--- src/rtl/rsa_pkg.sv ---
// Shared types for the RSA datapath: default widths, operand typedefs and the
// modular-exponentiation FSM state encoding.
package rsa_pkg;

   localparam int unsigned DEFAULT_WORD_WIDTH = 32;
   localparam int unsigned DEFAULT_E_WIDTH    = 17;

   typedef logic [DEFAULT_WORD_WIDTH-1:0] word_t;
   typedef logic [DEFAULT_WORD_WIDTH+1:0] word_ext_t;

   typedef enum logic [3:0] {
      StIdle,
      StCheck,
      StR2,
      StXbar,
      StOne,
      StScan,
      StSqr,
      StMul,
      StConv,
      StDone
   } state_e;

endpackage

--- src/rtl/montgomery_mul_serial.sv ---
// Bit-serial radix-2 Montgomery multiplier: result = a*b*R^-1 mod m, R = 2^WORD_WIDTH.
// done pulses for one cycle WORD_WIDTH+2 cycles after start; result holds until the next start.
module montgomery_mul_serial
   import rsa_pkg::*;
#(
   parameter int unsigned WORD_WIDTH = DEFAULT_WORD_WIDTH
) (
   input  logic                  clk,
   input  logic                  reset,
   input  logic                  start,
   input  logic [WORD_WIDTH-1:0] a,
   input  logic [WORD_WIDTH-1:0] b,
   input  logic [WORD_WIDTH-1:0] m,
   output logic                  done,
   output logic [WORD_WIDTH-1:0] result
);

   localparam int unsigned CntW = $clog2(WORD_WIDTH + 1);

   logic [WORD_WIDTH-1:0] a_q, a_d;
   logic [WORD_WIDTH-1:0] b_q, b_d;
   logic [WORD_WIDTH-1:0] m_q, m_d;
   logic [WORD_WIDTH-1:0] result_q, result_d;
   logic [WORD_WIDTH+1:0] u_q, u_d;
   logic [WORD_WIDTH+1:0] u_add, u_odd, m_ext;
   logic [CntW-1:0]       cnt_q, cnt_d;
   logic                  run_q, run_d;
   logic                  done_q, done_d;

   always_comb begin
      a_d      = a_q;
      b_d      = b_q;
      m_d      = m_q;
      u_d      = u_q;
      cnt_d    = cnt_q;
      run_d    = run_q;
      result_d = result_q;
      done_d   = 1'b0;

      m_ext = {2'b00, m_q};
      u_add = u_q + (a_q[0] ? {2'b00, b_q} : '0);
      u_odd = u_add + (u_add[0] ? m_ext : '0);

      if (start) begin
         a_d   = a;
         b_d   = b;
         m_d   = m;
         u_d   = '0;
         cnt_d = '0;
         run_d = 1'b1;
      end else if (run_q) begin
         if (cnt_q == CntW'(WORD_WIDTH)) begin
            // u < 2m here, so a single subtract fully reduces it.
            result_d = WORD_WIDTH'((u_q >= m_ext) ? (u_q - m_ext) : u_q);
            run_d    = 1'b0;
            done_d   = 1'b1;
         end else begin
            u_d   = u_odd >> 1;
            a_d   = a_q >> 1;
            cnt_d = cnt_q + 1'b1;
         end
      end
   end

   always_ff @(posedge clk) begin
      if (reset) begin
         a_q      <= '0;
         b_q      <= '0;
         m_q      <= '0;
         u_q      <= '0;
         cnt_q    <= '0;
         run_q    <= 1'b0;
         result_q <= '0;
         done_q   <= 1'b0;
      end else begin
         a_q      <= a_d;
         b_q      <= b_d;
         m_q      <= m_d;
         u_q      <= u_d;
         cnt_q    <= cnt_d;
         run_q    <= run_d;
         result_q <= result_d;
         done_q   <= done_d;
      end
   end

   assign done   = done_q;
   assign result = result_q;

endmodule

--- src/rtl/montgomery_modexp_core.sv ---
// Left-to-right Montgomery modular exponentiation x^e mod m for odd m. R^2 mod m and the
// exponent MSB are derived internally; one shared serial multiplier performs every MonPro.
module montgomery_modexp_core
   import rsa_pkg::*;
#(
   parameter int unsigned WORD_WIDTH = DEFAULT_WORD_WIDTH,
   parameter int unsigned E_WIDTH    = DEFAULT_E_WIDTH
) (
   input  logic                  clk,
   input  logic                  reset,
   input  logic                  enable,
   input  logic [WORD_WIDTH-1:0] m,
   input  logic [WORD_WIDTH-1:0] x,
   input  logic [E_WIDTH-1:0]    e,
   output logic                  busy,
   output logic                  done,
   output logic                  error,
   output logic [WORD_WIDTH-1:0] exp_result
);

   localparam int unsigned IdxW   = (E_WIDTH > 1) ? $clog2(E_WIDTH) : 1;
   localparam int unsigned R2CntW = $clog2(2 * WORD_WIDTH);
   localparam logic [WORD_WIDTH-1:0] WordOne = WORD_WIDTH'(1);

   state_e state_q, state_d;

   logic [WORD_WIDTH-1:0] m_q, m_d;
   logic [WORD_WIDTH-1:0] x_q, x_d;
   logic [E_WIDTH-1:0]    e_q, e_d;
   logic [WORD_WIDTH:0]   r_q, r_d;
   logic [R2CntW-1:0]     r2cnt_q, r2cnt_d;
   logic [WORD_WIDTH-1:0] xbar_q, xbar_d;
   logic [WORD_WIDTH-1:0] acc_q, acc_d;
   logic [IdxW-1:0]       idx_q, idx_d;
   logic                  busy_q, busy_d;
   logic                  done_q, done_d;
   logic                  error_q, error_d;
   logic [WORD_WIDTH-1:0] result_q, result_d;

   logic [WORD_WIDTH:0]   r_dbl, r_step;
   logic                  step_next;
   logic                  mul_start, mul_done;
   logic [WORD_WIDTH-1:0] mul_a, mul_b, mul_result;

   montgomery_mul_serial #(
      .WORD_WIDTH(WORD_WIDTH)
   ) u_mul (
      .clk   (clk),
      .reset (reset),
      .start (mul_start),
      .a     (mul_a),
      .b     (mul_b),
      .m     (m_q),
      .done  (mul_done),
      .result(mul_result)
   );

   always_comb begin
      state_d   = state_q;
      m_d       = m_q;
      x_d       = x_q;
      e_d       = e_q;
      r_d       = r_q;
      r2cnt_d   = r2cnt_q;
      xbar_d    = xbar_q;
      acc_d     = acc_q;
      idx_d     = idx_q;
      busy_d    = busy_q;
      done_d    = done_q;
      error_d   = error_q;
      result_d  = result_q;
      step_next = 1'b0;
      mul_start = 1'b0;
      mul_a     = acc_q;
      mul_b     = acc_q;

      r_dbl  = r_q << 1;
      r_step = (r_dbl >= {1'b0, m_q}) ? (r_dbl - {1'b0, m_q}) : r_dbl;

      // Each MonPro is launched in the cycle that enters its state, with operands taken
      // from the value being written back so that chained products need no extra cycle.
      unique case (state_q)
         StIdle, StDone: begin
            if (state_q == StDone && !done_q) begin
               done_d = 1'b1;
               busy_d = 1'b0;
            end
            if (enable && !busy_q) begin
               m_d     = m;
               x_d     = x;
               e_d     = e;
               done_d  = 1'b0;
               error_d = 1'b0;
               busy_d  = 1'b1;
               state_d = StCheck;
            end
         end
         StCheck: begin
            if (!m_q[0] || (x_q >= m_q)) begin
               error_d  = 1'b1;
               result_d = '0;
               state_d  = StDone;
            end else begin
               r_d     = (WORD_WIDTH + 1)'(1);
               r2cnt_d = '0;
               idx_d   = IdxW'(E_WIDTH - 1);
               state_d = StR2;
            end
         end
         StR2: begin
            r_d     = r_step;
            r2cnt_d = r2cnt_q + 1'b1;
            if (r2cnt_q == R2CntW'(2 * WORD_WIDTH - 1)) begin
               state_d   = StXbar;
               mul_start = 1'b1;
               mul_a     = x_q;
               mul_b     = r_step[WORD_WIDTH-1:0];
            end
         end
         StXbar: begin
            if (mul_done) begin
               xbar_d    = mul_result;
               state_d   = StOne;
               mul_start = 1'b1;
               mul_a     = r_q[WORD_WIDTH-1:0];
               mul_b     = WordOne;
            end
         end
         StOne: begin
            if (mul_done) begin
               acc_d   = mul_result;
               state_d = StScan;
            end
         end
         StScan: begin
            if (e_q[idx_q]) begin
               state_d   = StSqr;
               mul_start = 1'b1;
            end else if (idx_q == '0) begin
               state_d   = StConv;
               mul_start = 1'b1;
               mul_b     = WordOne;
            end else begin
               idx_d = idx_q - 1'b1;
            end
         end
         StSqr: begin
            if (mul_done) begin
               acc_d = mul_result;
               if (e_q[idx_q]) begin
                  state_d   = StMul;
                  mul_start = 1'b1;
                  mul_a     = mul_result;
                  mul_b     = xbar_q;
               end else begin
                  step_next = 1'b1;
               end
            end
         end
         StMul: begin
            if (mul_done) begin
               acc_d     = mul_result;
               step_next = 1'b1;
            end
         end
         StConv: begin
            if (mul_done) begin
               result_d = mul_result;
               state_d  = StDone;
            end
         end
         default: state_d = StIdle;
      endcase

      // Zero-cycle advance to the next exponent bit, sharing the multiplier's done edge.
      if (step_next) begin
         mul_start = 1'b1;
         mul_a     = mul_result;
         if (idx_q == '0) begin
            state_d = StConv;
            mul_b   = WordOne;
         end else begin
            idx_d   = idx_q - 1'b1;
            state_d = StSqr;
            mul_b   = mul_result;
         end
      end
   end

   always_ff @(posedge clk) begin
      if (reset) begin
         state_q  <= StIdle;
         m_q      <= '0;
         x_q      <= '0;
         e_q      <= '0;
         r_q      <= '0;
         r2cnt_q  <= '0;
         xbar_q   <= '0;
         acc_q    <= '0;
         idx_q    <= '0;
         busy_q   <= 1'b0;
         done_q   <= 1'b0;
         error_q  <= 1'b0;
         result_q <= '0;
      end else begin
         state_q  <= state_d;
         m_q      <= m_d;
         x_q      <= x_d;
         e_q      <= e_d;
         r_q      <= r_d;
         r2cnt_q  <= r2cnt_d;
         xbar_q   <= xbar_d;
         acc_q    <= acc_d;
         idx_q    <= idx_d;
         busy_q   <= busy_d;
         done_q   <= done_d;
         error_q  <= error_d;
         result_q <= result_d;
      end
   end

   assign busy       = busy_q;
   assign done       = done_q;
   assign error      = error_q;
   assign exp_result = result_q;

endmodule
--- config.mk ---
export PLATFORM = sky130hd
export DESIGN_NAME = montgomery_modexp_core
export DESIGN_NICKNAME = d
export VERILOG_FILES = /design/src/rtl/rsa_pkg.sv /design/src/rtl/montgomery_mul_serial.sv /design/src/rtl/montgomery_modexp_core.sv
export SDC_FILE = /design/constraint.sdc
export NUM_CORES = 1
export LEC_CHECK = 0
export ABC_AREA = 1
export BUFFER_PORTS_ARGS = -buffer_cell sky130_fd_sc_hd__buf_2
export CAP_MARGIN = 15
export CORE_ASPECT_RATIO = 0.6
export CORE_MARGIN = 2
export CORE_UTILIZATION = 55
export CTS_CLUSTER_DIAMETER = 60
export DETAILED_ROUTE_END_ITERATION = 6
export PLACE_DENSITY = 0.75
export REMOVE_ABC_BUFFERS = 1
export SETUP_SLACK_MARGIN = 0.4
export SYNTH_ARGS = -nofsm -noshare
export SYNTH_HDL_FRONTEND = slang
export SYNTH_SLANG_ARGS = --single-unit
export TNS_END_PERCENT = 20
--- constraint.sdc ---
create_clock -name clk -period 7.9 [get_ports clk]
set_clock_uncertainty 0.05 [all_clocks]
set_input_delay 1.58 -clock clk [delete_from_list [all_inputs] [get_ports clk]]
set_output_delay 1.58 -clock clk [all_outputs]
set_load 0.02 [all_outputs]
Yosys cells after proc, flatten, opt, wreduce, memory -nomap -nowiden

Index checks and enable logic that the tools add are counted.
W data, S select, Z words.

Muxes and demuxes: 72
Add/sub/neg operators: 7
Bitwise logic cells: 3
Equality and inequality tests: 25
Magnitude comparators: 4
Reductions and logical operators: 28

Operators with widths:

| kind                  | number |
|---|---|
| $mux W32              | 23 |
| $pmux W32 S2          | 2 |
| $pmux W32 S4          | 1 |
| $pmux W32 S3          | 1 |
| $ge A33 B32 Y1        | 2 |
| $sub A32 B32 Y32      | 2 |
| $mux W4               | 12 |
| $pmux W4 S9           | 1 |
| $add A33 B32 Y34      | 1 |
| $add A34 B34 Y34      | 1 |
| $ge A32 B32 Y1        | 1 |
| $mux W5               | 5 |
| $mux W1               | 20 |
| $eq A4 B3 Y1 const B  | 4 |
| $reduce_and A2 Y1     | 7 |
| $add A6 B1 Y6 const B | 2 |
| $eq A6 B6 Y1 const B  | 2 |
| $ne A3 B2 Y1 const B  | 4 |
| $pmux W6 S2           | 1 |
| $ne A2 B2 Y1 const B  | 5 |
| $pmux W5 S2           | 1 |
| $reduce_bool A2 Y1    | 5 |
| $ne A3 B3 Y1 const B  | 3 |
| $reduce_and A3 Y1     | 3 |
| other kinds (20)      | 30 |

Input port bits: 84
Word-level logic and storage cells: 160
Flip-flop bits (word level): 396
Output and inout port bits: 35

Depth between registers and ports, before layout

Word-level depth: 8
Depth in mapped cells: 32
Gate-level depth less buffers: 30

By module

From an unflattened synthesis, not the netlist that was laid out.

Cell total of the unflattened synthesis: 4,762
Area, all modules: 29,253.1 sq um

Modules (own cells, without submodules):

| module                 | area an instance (sq um) | sequential area each (sq um) | cells an instance | instances |
|---|---|---|---|---|
| montgomery_modexp_core | 16,271.9                 | 4,544.4                      | 2,694             | 1 |
| montgomery_mul_serial  | 12,981.2                 | 3,383.2                      | 2,068             | 1 |

Worst setup path after synthesis

Ideal clock, no wire load.

Path type: register to register
From: register u_mul.a_q[0]
To: register u_mul.u_q[32]
Buffers on the path: 2
Library setup time: 0.117 ns
Data required time: 7.733 ns
Setup slack: 4.047 ns
Period minus slack after synthesis: 3.853 ns
Arrival: 3.686 ns
Cell stages (with the launch flop): 33
Path through: dfxtp_1 > clkbuf_1 > clkbuf_1 > nand2_1 > inv_1 > ha_1 > a21o_1 > a31oi_1 > o21ai_0 > nand3_1 > nand2_1 > a21o_1 > nand2_1 > nand2_1 > nand3_1 > nand2_1 > nand2_1 > nand2_1 > ha_1 > nand2_1 > nor2_1 > inv_1 > nor2_1 > and3_1 > nand2_1 > nand2_1 > nand2_1 > nand2_1 > nand2_1 > nand2_1 > nand2_1 > nor2_1 > nor2_1

Longest elaborated chain between the ends: 4

Ends and longest elaborated chain:

| what                   | RTL line                    | text |
|---|---|---|
| from (decl)            | montgomery_mul_serial.sv:20 | `logic [WORD_WIDTH-1:0] a_q, a_d;` |
| from (signal assigned) | montgomery_mul_serial.sv:67 | `a_q <= '0;` |
| from (signal assigned) | montgomery_mul_serial.sv:76 | `a_q <= a_d;` |
| $mux W32 *             | montgomery_mul_serial.sv:41 | `u_add = u_q + (a_q[0] ? {2'b00, b_q} : '0);` |
| $add A33 B32 Y34 *     | montgomery_mul_serial.sv:41 |  |
| $mux W32               | montgomery_mul_serial.sv:42 | `u_odd = u_add + (u_add[0] ? m_ext : '0);` |
| $add A34 B34 Y34 *     | montgomery_mul_serial.sv:42 |  |
| to (signal assigned)   | montgomery_mul_serial.sv:79 | `u_q <= u_d;` |
| to (decl)              | montgomery_mul_serial.sv:24 | `logic [WORD_WIDTH+1:0] u_q, u_d;` |

Every way passes the cells marked *; elsewhere a longest branch is shown, timed or not.
A chain may end at the register's enable or synchronous reset.

Final worst setup path

Ends and elaborated chain as after synthesis.

==> metrics.md <==
| Metric | Value |
|---|---|
| Status | `complete, no violations` |
| DPL Wire Length | `77300 microns` |
| CP peak stage delay | `0.59 ns` |
| Crit. End Element | `flip-flop` |
| WP data arrival | `5.72 ns` |
| Final setup violation count | `0` |
| Max-slew violations | `0` |
| Routed WL | `100000 microns` |
| Distinct cells, synth | `53` |
| Post-synth EDFFs | `0` |
| RD Place Congestion | `1.04` |
| Unrepaired setup endpoints after global routing | `no` |
| Fmax | `188 MHz` |
| Slew @ Worst Pin | `1.14 ns` |
| Critical Path Source Type | `flip-flop` |
| Peak supply drop | `0.000204 V` |
| Period utilization | `67.4%` |
| Syn Area/Cell | `6.37 sq um` |
| Max Buffers Root-to-Sink | `3` |
| Fin. Hold Viols | `0` |
| Max Cap Viol | `0` |
| Setup TNS | `0 ns` |
| Avg WL per Cell | `20.4 microns` |
| Die Span X | `290 microns` |
| Area Overhead vs Synth | `8.69%` |
| Reg2reg end | `u_mul.u_q[32]` |
| Hold_sp | `xbar_q[1]` |
| Synth async-reset ratio | `0%` |
| Post-cts hold buffer count | `0` |
| Worst R2R Path Depth | `28` |
| CP dominant cell by count | `nand2_1` |
| Synth top area share | `29.5%` |
| Fin worst setup slack | `2.58 ns` |
| Skew-Pair Late Insertion Delay | `0.59 ns` |
| Core area | `48100 sq um` |
| Synth Instances | `4223` |
| Slowest CP cell | `dfxtp_1` |
| Flop and latch count out of synthesis | `396` |
| Root buf cell | `clkbuf_16` |
| Tot GR Track Use | `38.4%` |
| Leakage | `14.0 nW` |
| Final min period | `5.32 ns` |
| Grt ovf | `0` |
| CTS HTree Levels | `2` |
| Num CTS Buffers | `42` |
| Post-CTS sizing | `0` |
| Synth top area cells | `dfxtp_1 29%, nand2_1 13%, a21oi_1 7.8%` |
| Postcts setup bufs | `0` |
| Crit path max fanout | `22` |
| Sequential area share after synthesis | `29.5%` |
| HP Class | `flip-flop to flip-flop` |
| Synth area leader | `dfxtp_1` |
| Layout Nets | `4484` |
| Synth warnings | `0` |
| Largest net degree at the start of global routing | `128` |
| Critical path data required time | `8.30 ns` |
| N_diodes | `0` |
| PD cells | `212 nW/um^2` |
| Worst rel slew slack | `23.5%` |
| Worst Hold End | `xbar_q[1]` |
| Die area | `50800 sq um` |
| CTS tree | `done` |
| Pre-CTS WS | `2.84 ns` |
| Drt pass-1 iters | `7` |
| First-pass GRT wire length | `150000 microns` |
| # rows | `62` |
| Count leader, synth | `nand2_1` |
| Main synth FF type | `dfxtp_1` |
| DRT iter0 DRCs | `3982` |
| Post-synth top cells | `957 x nand2_1, 543 x nor2_1, 439 x inv_1` |
| FILL cells | `4800` |
| Share of cells above drive strength 1 | `6.96%` |
| FF-to-FF setup slack | `2.58 ns` |
| Via count | `29200` |
| Setup CP Type | `flip-flop to flip-flop` |
| Num Clock Sinks | `396` |
| Hold Crit Depth | `2` |
| CTS clock-pin slew for the worst setup and hold paths | `0.07 ns` |
| Post-Synthesis Cell Area | `26900 sq um` |
| R2r startpoint | `u_mul.a_q[0]` |
| Via density | `5.95` |
| Die Ht | `175 microns` |
| Vias in the first global route | `25100` |
| IO Count | `119` |
| Post-DRT Antenna Nets | `0` |
| Initial Util | `55.9%` |
| Initial antenna violation count | `3` |
| I/O Buffers | `118` |
| Drc violations | `0` |
area by class of cell:
| class | instances | area [sq um] | area share (%) |
|---|---|---|---|
| clock buffer | 54 | 1170 | 3.99 |
| clock inverter | 22 | 269 | 0.920 |
| inverter | 455 | 1730 | 5.90 |
| multi-input combinational | 3188 | 16500 | 56.3 |
| sequential | 396 | 7930 | 27.1 |
| tap | 640 | 801 | 2.74 |
| timing repair buffer | 150 | 883 | 3.02 |
where the power goes:
group	total (W)	switching, W	leakage, nW	internal, W
clock	0.00213	0.000938	0.700	0.00119
sequential	0.00232	0.000136	3.21	0.00218
combinational	0.00174	0.00125	10.1	0.000483
metrics by stage:
stage / cell area [sq um] / hold WS [ns] / total power (W) / cells / util, %
4_1_cts: 29200 / 0.400 / 0.00614 / 4902 / 60.7
5_1_grt: 29200 / 0.415 / 0.00647 / 4905 / 60.8
6_report: 29200 / 0.404 / 0.00619 / 4905 / 60.8
3_5_place_dp: 27700 / 0.391 / 0.00404 / 4826 / 57.7
2_1_floorplan: 26100 / 0.377 / 0.00341 / 4039 / -
3_3_place_gp: 27700 / 0.389 / 0.00402 / 4826 / 57.7
sequential cells by signal, indices dropped and copies added (netlist names), 4 cells and up:
register	flops
u_mul.result	32
r2cnt_q	6
u_mul.a_q	32
u_mul.b_q	32
e_q	17
acc_q	32
idx_q	5
u_mul.u_q	33
r_q	32
exp_result	32
x_q	32
state_q	4
xbar_q	32
m_q	32
u_mul.m_q	32
u_mul.cnt_q	6
per-layer routing:
metal | track usage, % | share of wire [%]
met4 | 8.63 | 2.4
met1 | 59.4 | 47
met2 | 48.9 | 36
met5 | 1.73 | 0.14
met3 | 13.9 | 14
worst max-delay path, delay by kind of cell (launching register included):
family,cells,cell delay [ns]
AOI/OAI and AO/OA,7,1.47
xor gates and xnor gates,1,0.15
adders and majority gates,3,0.84
buffers and inverters,2,0.43
DFF,1,0.59
and+or+nand+nor,15,1.64
placed cells by master (no fill, tap or decap), types with 30 or more instances in the layout:
cell	n
nand2_1	956
nor2_1	540
inv_1	438
a21oi_1	422
dfxtp_1	396
o21ai_0	338
nand3_1	252
ha_1	163
buf_2	118
xor2_1	50
nand4_1	44
clkbuf_16	43
o22ai_1	41
a31oi_1	38
or2_2	34
nand3b_1	33
o21ai_1	30
worst max path at each step:
| stage | slack, ns | cells past startpoint | end | start |
|---|---|---|---|---|
| finish | 2.58 | 28 | u_mul.u_q[32] | u_mul.a_q[0] |
| global route | 2.28 | 30 | u_mul.u_q[32] | u_mul.a_q[0] |
| global placement | 2.91 | 28 | u_mul.u_q[32] | u_mul.a_q[0] |
| detailed placement | 2.84 | 28 | u_mul.u_q[32] | u_mul.a_q[0] |
| floorplan | 1.76 | 3 | u_mul.a_q[27] | reset |
| CTS | 2.79 | 28 | u_mul.u_q[32] | u_mul.a_q[0] |
logic make-up after synthesis:
family	after synthesis	share of synthesized area (%)
adder cells (fa/ha/maj)	167	7.88
buffers and inverters	639	9.43
AO/OA/AOI/OAI	1010	20.6
AND/OR/NAND/NOR	1928	29.9
XOR/XNOR	79	2.57
flip-flops	396	29.5
multiplexers	4	0.149
(Power assumes the default switching activity.)
